<file path="config.mk">
export PLATFORM = sky130hd
export DESIGN_NAME = shared_affine_serial
export DESIGN_NICKNAME = d
export VERILOG_FILES = /design/src/rtl/midori_ti_pkg.sv /design/src/rtl/affine_nibble.sv /design/src/rtl/shared_affine_serial.sv
export SDC_FILE = /design/constraint.sdc
export NUM_CORES = 1
export LEC_CHECK = 0
export BUFFER_PORTS_ARGS = -buffer_cell sky130_fd_sc_hd__buf_2
export CAP_MARGIN = 25
export CORE_MARGIN = 10
export CORE_UTILIZATION = 50
export DETAILED_ROUTE_END_ITERATION = 10
export PLACE_DENSITY = 0.83
export SKIP_CTS_REPAIR_TIMING = 1
export SYNTH_ARGS = -nofsm -noshare
export SYNTH_HDL_FRONTEND = slang
export SYNTH_HIERARCHICAL = 1
export SYNTH_SLANG_ARGS = --single-unit
</file>
<file path="constraint.sdc">
create_clock -name clk -period 1.77 [get_ports clk]
set_input_delay 0.177 -clock clk [delete_from_list [all_inputs] [get_ports clk]]
set_output_delay 0.177 -clock clk [all_outputs]
set_load 0.03 [all_outputs]
</file>
<file path="src/rtl/midori_ti_pkg.sv">
// Shared definitions for the threshold-implementation Midori datapath.
// Holds the affine-map mode encoding, the affine constants for both maps
// and the state encoding of the serial affine FSM.
package midori_ti_pkg;

  // in_mode encoding: MAP_B is the inverse of MAP_A.
  localparam logic MODE_A = 1'b0;
  localparam logic MODE_B = 1'b1;

  // Affine constants, XORed into share 0 only.
  localparam logic [3:0] CONST_A = 4'h5;
  localparam logic [3:0] CONST_B = 4'hB;

  typedef enum logic [1:0] {
    ST_IDLE = 2'd0,
    ST_RUN  = 2'd1,
    ST_DONE = 2'd2
  } state_t;

endpackage

</file>
<file path="src/rtl/affine_nibble.sv">
// Affine transform of one 4-bit nibble of one share.
// Ports:
//   x         : input nibble (bit 0 = x0)
//   mode      : MODE_A or MODE_B
//   add_const : 1 only on share 0; other shares take the linear part only
//   y         : transformed nibble
module affine_nibble
  import midori_ti_pkg::*;
(
  input  logic [3:0] x,
  input  logic       mode,
  input  logic       add_const,
  output logic [3:0] y
);

  logic [3:0] lin;
  logic [3:0] k;

  always_comb begin
    lin = 4'h0;
    k   = 4'h0;
    if (mode == MODE_A) begin
      // y0=x1, y1=x2, y2=x3, y3=x0^x1
      lin = {x[0] ^ x[1], x[3], x[2], x[1]};
      k   = CONST_A;
    end else begin
      // y0=x0^x3, y1=x0, y2=x1, y3=x2
      lin = {x[2], x[1], x[0], x[0] ^ x[3]};
      k   = CONST_B;
    end
    y = lin ^ (add_const ? k : 4'h0);
  end

endmodule

</file>
<file path="src/rtl/shared_affine_serial.sv">
// Serial affine layer over a masked (XOR-shared) Midori state.
// Each share is transformed LANES nibbles per cycle; the share registers
// rotate right so transformed nibbles re-enter at the top and, after
// NIBBLES/LANES cycles, every nibble is back in its original position.
// Share paths never mix, so the block keeps the non-completeness property.
//
// Handshake: a transfer happens on a rising clk edge where valid && ready
// are both high; the producer holds data stable while valid is high and
// ready is low; out_shares is held stable while out_valid is high until
// the transfer completes.
//
// Ports:
//   clk, rst    : clock, synchronous active-high reset
//   in_valid    : input state offered
//   in_ready    : block accepts input this cycle
//   in_mode     : MODE_A / MODE_B
//   in_shares   : share s at [s*4*NIBBLES +: 4*NIBBLES]
//   out_valid   : result available
//   out_ready   : consumer takes result
//   out_shares  : transformed shares, same packing
//   dbg_state   : current FSM state
module shared_affine_serial
  import midori_ti_pkg::*;
#(
  parameter int NIBBLES = 16,
  parameter int SHARES  = 3,
  parameter int LANES   = 1
) (
  input  logic                        clk,
  input  logic                        rst,
  input  logic                        in_valid,
  output logic                        in_ready,
  input  logic                        in_mode,
  input  logic [SHARES*4*NIBBLES-1:0] in_shares,
  output logic                        out_valid,
  input  logic                        out_ready,
  output logic [SHARES*4*NIBBLES-1:0] out_shares,
  output state_t                      dbg_state
);

  localparam int W     = 4 * NIBBLES;
  localparam int STEPS = NIBBLES / LANES;
  localparam int CW    = $clog2(STEPS + 1);
  localparam int KEEP  = NIBBLES - LANES;

  state_t                    state_q, state_d;
  logic   [CW-1:0]           cnt_q;
  logic                      mode_q;
  logic   [SHARES-1:0][W-1:0] sh_q;
  logic   [3:0]              xf [SHARES][LANES];
  logic   [3:0]              nd [SHARES][NIBBLES];
  logic                      accept;

  for (genvar s = 0; s < SHARES; s++) begin : g_share
    for (genvar l = 0; l < LANES; l++) begin : g_lane
      affine_nibble u_aff (
        .x         (sh_q[s][4*l +: 4]),
        .mode      (mode_q),
        .add_const (s == 0),
        .y         (xf[s][l])
      );
    end
    // Rotate right by LANES nibbles; the transformed low nibbles land on top.
    for (genvar n = 0; n < NIBBLES; n++) begin : g_nib
      if (n < KEEP) begin : g_keep
        assign nd[s][n] = sh_q[s][4*(n+LANES) +: 4];
      end else begin : g_new
        assign nd[s][n] = xf[s][n-KEEP];
      end
    end
  end

  always_comb begin
    state_d   = state_q;
    in_ready  = 1'b0;
    out_valid = 1'b0;
    case (state_q)
      ST_IDLE: begin
        in_ready = 1'b1;
        if (in_valid) state_d = ST_RUN;
      end
      ST_RUN: begin
        if (cnt_q == CW'(STEPS - 1)) state_d = ST_DONE;
      end
      ST_DONE: begin
        out_valid = 1'b1;
        in_ready  = out_ready;
        // Result consumed: either start the next operation straight away
        // or go idle.
        if (out_ready) state_d = in_valid ? ST_RUN : ST_IDLE;
      end
      default: state_d = ST_IDLE;
    endcase
    if (rst) in_ready = 1'b0;
  end

  assign accept = in_valid && in_ready;

  always_ff @(posedge clk) begin
    if (rst) begin
      state_q <= ST_IDLE;
      cnt_q   <= '0;
      mode_q  <= MODE_A;
      sh_q    <= '0;
    end else begin
      state_q <= state_d;
      if (accept) begin
        sh_q   <= in_shares;
        mode_q <= in_mode;
        cnt_q  <= '0;
      end else if (state_q == ST_RUN) begin
        for (int s = 0; s < SHARES; s++) begin
          for (int n = 0; n < NIBBLES; n++) begin
            sh_q[s][4*n +: 4] <= nd[s][n];
          end
        end
        cnt_q <= cnt_q + 1'b1;
      end
    end
  end

  assign out_shares = sh_q;
  assign dbg_state  = state_q;

endmodule

</file>
==> run_results.csv, run 1 <==
group,metric,value,unit
outcome,outcome,"completed",
hold_path,hold_path_class,"in2reg",
global_route,grt_start_max_net_pins,108,
finish,areaGrowthSynthToFinish,13.45,%
synth,yosys_most_used_dff,"dfxtp_1",
synth,ys.warnings.count,6,
global_route,globalRoute.totalOverflow,0,
synth,netlist-cell-type-count,34,
synth,netlist_instances,1339,
routing,initialDrtViolationCount,1144,
synth,syn_area,11250,um^2
critical_path,worstPathRequired,1.59,ns
routing,dr_total_vias,10411,
synth,syn-mean-instance-area,8.400,um^2
die,core.rowCount,54,
clock_network,h-tree-depth,4,
die,die_x,170.0,um
routing,detail_route.wirelength.met1,14.81,mm
synth,synth-edff-count,0,
sta,hold_violations,0,
sta,whs,0.01357,ns
placement,place.gp.congestion,0.8472,
die,die-height,170.0,um
global_route,grt_antenna_before_repair,2,
clock_network,clk_pin_slew,0.08,ns
clock_network,cts_tree,"built",
critical_path,critPathKind,"reg2out",
sta,worst_slew_pin_slew,0.5743,ns
power_and_ir_drop,combPwrFrac,22.4,%
critical_path,critical_path.endpoint_type,"output port",
routing,viasPerCell,5.842,
critical_path,cp.arrival,1.55,ns
sta,final.setup_skew,0.01242,ns
synth,post-synth-top-count-cell,"nand2_1",
critical_path,crit-reg2reg-launch,"dbg_state[1]",
global_route,via_count_of_the_first_global_routing_pass,9988,
finish,final_layout_size_suffix_gt1_share,37.84,%
routing,wl_per_cell,21.18,um
finish,stdcell_area,12760,um^2
sta,grt_setup_unrepaired,"true",
synth,ys_seq_elements,200,
routing,post_route_ant_nets,0,
power_and_ir_drop,power_switching,3993,uW
critical_path,crit_start,"dbg_state[1]",
synth,synthDominantCellAreaShare,35.60,%
global_route,gr-usage-all-layers,23.90,%
clock_network,clkLatencyLatePin,0.43,ns
sta,final_min_period,1.727,ns
clock_network,clock_path_buffers,2,
placement,dpl_cell_area,12080,um^2
synth,synth.top_cells.by_count,"nand2_1 (351), dfxtp_1 (200), o31ai_1 (192), buf_4 (180), a31oi_2 (100)",
synth,synth_async_sr_flop_share,0,%
sta,max_clock_freq,579.0,MHz
routing,routed_wl,37.74,mm
job,max_cap_violations,0,
routing,maxUsedRoutingLayer,"met5",
critical_path,startpoint_type,"register",
routing,met2RoutedLength,17.87,mm
power_and_ir_drop,cellLeakagePower,0.005169,uW
clock_network,cts_root_buf,"clkbuf_16",
power_and_ir_drop,cellPowerDensity,916.7,nW/um^2
finish,finish.net_count,1689,
sta,final_setup_vio_count,0,
power_and_ir_drop,p_int,7704,uW
power_and_ir_drop,vdd.ir_drop.worst,0.0006675,V
die,start_util,51.22,%
hold_path,hp-start,"in_shares[55]",
routing,met3_length,3.954,mm
placement,dpl.hpwl,26.24,mm
critical_path,crit_path_max_fanout,19,
die,core_ar,21960,um^2
synth,ys_seq_area_share,35.60,%
sta,slew-limit-headroom,61.38,%
sta,finalMaxSlewViolations,0,
routing,drc,0,
die,io_pins,393,
placement,buffer_ports.inserted,392,
sta,period_share,97.57,%
global_route,wire_length_of_the_first_global_routing_pass,56.15,mm
clock_network,cts_inserted_buffers,17,
synth,yosysTopAreaCell,"dfxtp_1",
power_and_ir_drop,fraction_of_power_consumed_by_the_clock_network,34.1,%
power_and_ir_drop,flop_pwr_share,43.6,%
routing,drt_pass1_iterations,6,
power_and_ir_drop,swShare,34.13,%
clock_network,clock_sinks,200,
synth,synthTopCellsByArea,"dfxtp_1 (36%), o31ai_1 (13%), buf_4 (12%), nand2_1 (12%), a31oi_2 (11%)",
die,die_area,28890,um^2
## cell type report
| type | instances | area [um^2] |
|---|---|---|
| Fill cell | 1887 | 9199 |
| Multi-Input combinational cell | 835 | 5299 |
| Sequential cell | 200 | 4004 |
| Timing Repair Buffer | 432 | 2500 |
| Clock buffer | 17 | 425.4 |
| Tap cell | 280 | 350.3 |
| Clock inverter | 13 | 158.9 |
| Inverter | 4 | 20.02 |
| Antenna cell | 1 | 2.502 |
## power by group through the flow
stage | logic, uW | clock network [uW] | registers (uW)
floorplan | 2090 | 0 | 5140
global placement | 2560 | 0 | 5180
detailed placement | 2600 | 0 | 5190
CTS | 2610 | 4050 | 5090
global route | 2800 | 4220 | 5130
finish | 2620 | 3980 | 5100
## cell usage in the layout, fill, tap and decap left out, types with 3 or more instances in the layout
cell,netlist,final
a21oi_1,26,26
a31oi_1,72,72
a31oi_2,100,100
buf_12,0,13
buf_2,13,392
buf_4,180,22
clkbuf_16,0,20
conb_1,2,12
dfxtp_1,200,200
inv_1,3,3
inv_6,0,4
inv_8,0,4
mux2i_1,21,21
nand2_1,351,351
nor2_1,10,10
nor3_1,5,4
o21ai_0,8,8
o31ai_1,192,192
xnor2_1,13,13
xor2_1,7,7
## registers in the layout (all words and copies together), names as in the netlist
| name | cells |
|---|---|
| cnt_q | 5 |
| dbg_state | 2 |
| mode_q | 1 |
| out_shares | 192 |
## worst max-delay path: stages (launching register included)
cell     delay (ns)
dfxtp_1        0.35
nor2b_4        0.31
buf_12         0.23
nor3_2         0.05
buf_2          0.18
## worst paths after layout
check | endpoint | slack [ns] | cells after the start
max | in_ready | 0.04 | 4
min | out_shares[55] | 0.01 | 3
max reg2reg | out_shares[0] | 0.12 | 4
min reg2reg | out_shares[136] | 0.48 | 2
## metrics by stage
step	power [uW]	std cells	utilization, %	TNS (ns)	setup slack [ns]
after global routing	12150	1781	58.10	-0.02850	-0.02850
final	11700	1782	58.11	0	0.04298
after floorplan	7226	1349	-	0	0.005867
after detailed placement	7793	1747	55.01	0	0.07936
after global placement	7740	1747	55.01	0	0.1409
after CTS	11740	1777	57.68	-0.02325	-0.02325
## cells by family after synthesis
group	synth area share [%]
adder cells (fa/ha/maj)	0.2225
multiplexers	1.869
flip-flops	35.60
AND/OR/NAND/NOR	12.89
other	0.06677
buffers and inverters	17.91
XOR/XNOR	1.557
AO/OA/AOI/OAI	29.88
## metal layers
layer / global-route usage (%) / up-vias
met3: 8.584 / 68
met1: 28.33 / 4928
met4: 8.391 / 2
li1: - / 4864
met5: 0 / -
met2: 39.18 / 549
(Power assumes the default switching activity.)
==> run 2: changes to the inputs <==
--- a/config.mk
+++ b/config.mk
@@ -7,7 +7,6 @@
 export LEC_CHECK = 0
 export BUFFER_PORTS_ARGS = -buffer_cell sky130_fd_sc_hd__buf_2
 export CAP_MARGIN = 25
-export CORE_MARGIN = 10
 export CORE_UTILIZATION = 50
 export DETAILED_ROUTE_END_ITERATION = 10
 export PLACE_DENSITY = 0.83
==> run 2 against run 1 <==
Compared with the run above: fmax increased by 4.2%; the run now ends with design-rule violations left; clock power rose by 2%; register-to-register slack better by 0.09 ns; routed wire length fell by 12%; cell area is 0.37% higher; critical endpoint unchanged; via count decreased by 1.5%; combinational power hardly changed; sequential cell count stayed put; worst hold slack improved by 0.0036 ns; cell count down 0.11%.
==> run_results.csv, run 2 (same netlist as run 1, synthesis figures left out) <==
group,metric,value,unit
outcome,outcome,"finished with violations",
outcome,violations_in_the_final_reports,"design-rule violations",
critical_path,critical-path-max-stage-delay,0.34,ns
critical_path,crit_chain,"nor2b_4 > buf_12 > nor3_2 > buf_2",
clock_network,clock_sinks,200,
clock_network,cts_tree,"built",
critical_path,cp.arrival,1.48,ns
routing,viasPerCell,5.760,
global_route,gr-usage-all-layers,27.90,%
finish,fill_cells,1953,
placement,placement.setup.worst_slack,0.01523,ns
sta,hold_violations,0,
global_route,wire_length_of_the_first_global_routing_pass,52.43,mm
global_route,globalRoute.totalOverflow,0,
finish,layout.cells.most_common_list,"buf_2 (392), nand2_1 (351), dfxtp_1 (200), o31ai_1 (192), a31oi_2 (100)",
die,core_ar,21960,um^2
clock_network,cts_inserted_buffers,17,
hold_path,hp-start,"in_shares[51]",
clock_network,clkLatencyLatePin,0.43,ns
finish,stdcell_area,12810,um^2
power_and_ir_drop,p_int,7784,uW
finish,final_layout_size_suffix_gt1_share,37.87,%
finish,areaGrowthSynthToFinish,13.87,%
routing,drt_pass1_iterations,9,
sta,grt_setup_unrepaired,"false",
finish,finish.net_count,1686,
sta,final_setup_vio_count,0,
power_and_ir_drop,swShare,33.88,%
sta,max_clock_freq,603.3,MHz
global_route,grt_start_max_net_pins,140,
placement,dpl.hpwl,22.53,mm
power_and_ir_drop,flop_pwr_share,43.4,%
power_and_ir_drop,fin_total_pwr,11770,uW
critical_path,startpoint_type,"register",
power_and_ir_drop,power_switching,3988,uW
critical_path,cp.buffers_inverters,2,
critical_path,crit_start,"dbg_state[1]",
routing,initialDrtViolationCount,928,
die,die-height,152.0,um
routing,drc,56,
die,start_util,51.22,%
hold_path,hold_path_class,"in2reg",
clock_network,clock_path_buffers,2,
routing,dr_total_vias,10252,
power_and_ir_drop,combPwrFrac,22.0,%
power_and_ir_drop,cellPowerDensity,919.2,nW/um^2
sta,worst_slew_pin_slew,0.5405,ns
power_and_ir_drop,fraction_of_power_consumed_by_the_clock_network,34.6,%
critical_path,crit_path_top_delay_cell,"dfxtp_1",
routing,routed_wl,33.32,mm
sta,finalMaxSlewViolations,0,
finish,largest_register_ffs,192,
sta,whs,0.01712,ns
clock_network,h-tree-depth,4,
power_and_ir_drop,vdd.ir_drop.worst,0.0005900,V
routing,wl_per_cell,18.72,um
critical_path,crit_path_max_fanout,28,
critical_path,critPathKind,"reg2out",
placement,dpl_cell_area,12130,um^2
clock_network,clk_pin_slew,0.08,ns
clock_network,cts_root_buf,"clkbuf_16",
die,io_pins,393,
job,max_cap_violations,0,
routing,post_route_ant_nets,0,
finish,diodes,0,
critical_path,critical_path.endpoint_type,"output port",
critical_path,path_delay_family,"buffers and inverters",
power_and_ir_drop,cellLeakagePower,0.005184,uW
finish,final_common_cell,"buf_2",
sta,final_min_period,1.658,ns
global_route,via_count_of_the_first_global_routing_pass,9663,
sta,slew-limit-headroom,63.69,%
sta,layout_setup_ws,0.1124,ns
placement,place.gp.congestion,0.8573,
critical_path,crit-reg2reg-launch,"dbg_state[1]",
placement,buffer_ports.inserted,392,
die,core.rowCount,54,
global_route,grt_antenna_before_repair,0,
die,die_area,23100,um^2
sta,final.setup_skew,0.01146,ns
die,die_x,152.0,um
sta,period_share,93.65,%
critical_path,worstPathRequired,1.59,ns
-- run 2: worst reg2reg max path, delay by kind of cell, from the launching register on --
| kind | cells | cell delay [ns] |
|---|---|---|
| buffers and inverters | 1 | 0.28 |
| AOI/OAI and AO/OA | 1 | 0.37 |
| DFF | 1 | 0.34 |
| and+or+nand+nor | 2 | 0.43 |
-- run 2: metrics by stage --
stage	util, %	TNS (ns)	cells
2_1_floorplan	-	0	1349
3_3_place_gp	55.23	0	1745
3_5_place_dp	55.23	0	1745
4_1_cts	58.03	-0.01568	1777
5_1_grt	58.32	0	1780
6_report	58.32	0	1780
-- run 2: routing by layer --
layer  wire length [um]  GRT usage [%]  part of all wire (%)
met2              16220          46.69                    49
met5                  0              0                     0
met3               2415          5.847                   7.2
met1              13770          35.24                    41
met4                922          10.69                   2.8
-- run 2: final cells by class --
class,instances,area [um^2],area share [%]
clock buffer,18,439.2,3.429
clock inverter,14,175.2,1.368
inverter,4,20.02,0.1563
multi-input combinational,835,5299,41.37
sequential,200,4004,31.26
tap,280,350.3,2.735
timing repair buffer,429,2520,19.68
-- run 2: final timing paths --
check | slack (ns) | cells past startpoint | endpoint
worst max-delay path | 0.11 | 4 | in_ready
worst min-delay path | 0.02 | 3 | out_shares[51]
worst max register to register | 0.21 | 4 | cnt_q[4]
worst min register to register | 0.49 | 2 | out_shares[135]
-- run 2: power groups by stage --
stage / clock (uW) / sequential [uW] / combinational, uW
final: 4070 / 5100 / 2590
after global routing: 4340 / 5150 / 2770
after CTS: 4120 / 5100 / 2580
after detailed placement: 0 / 5200 / 2570
after global placement: 0 / 5200 / 2530
after floorplan: 0 / 5140 / 2090
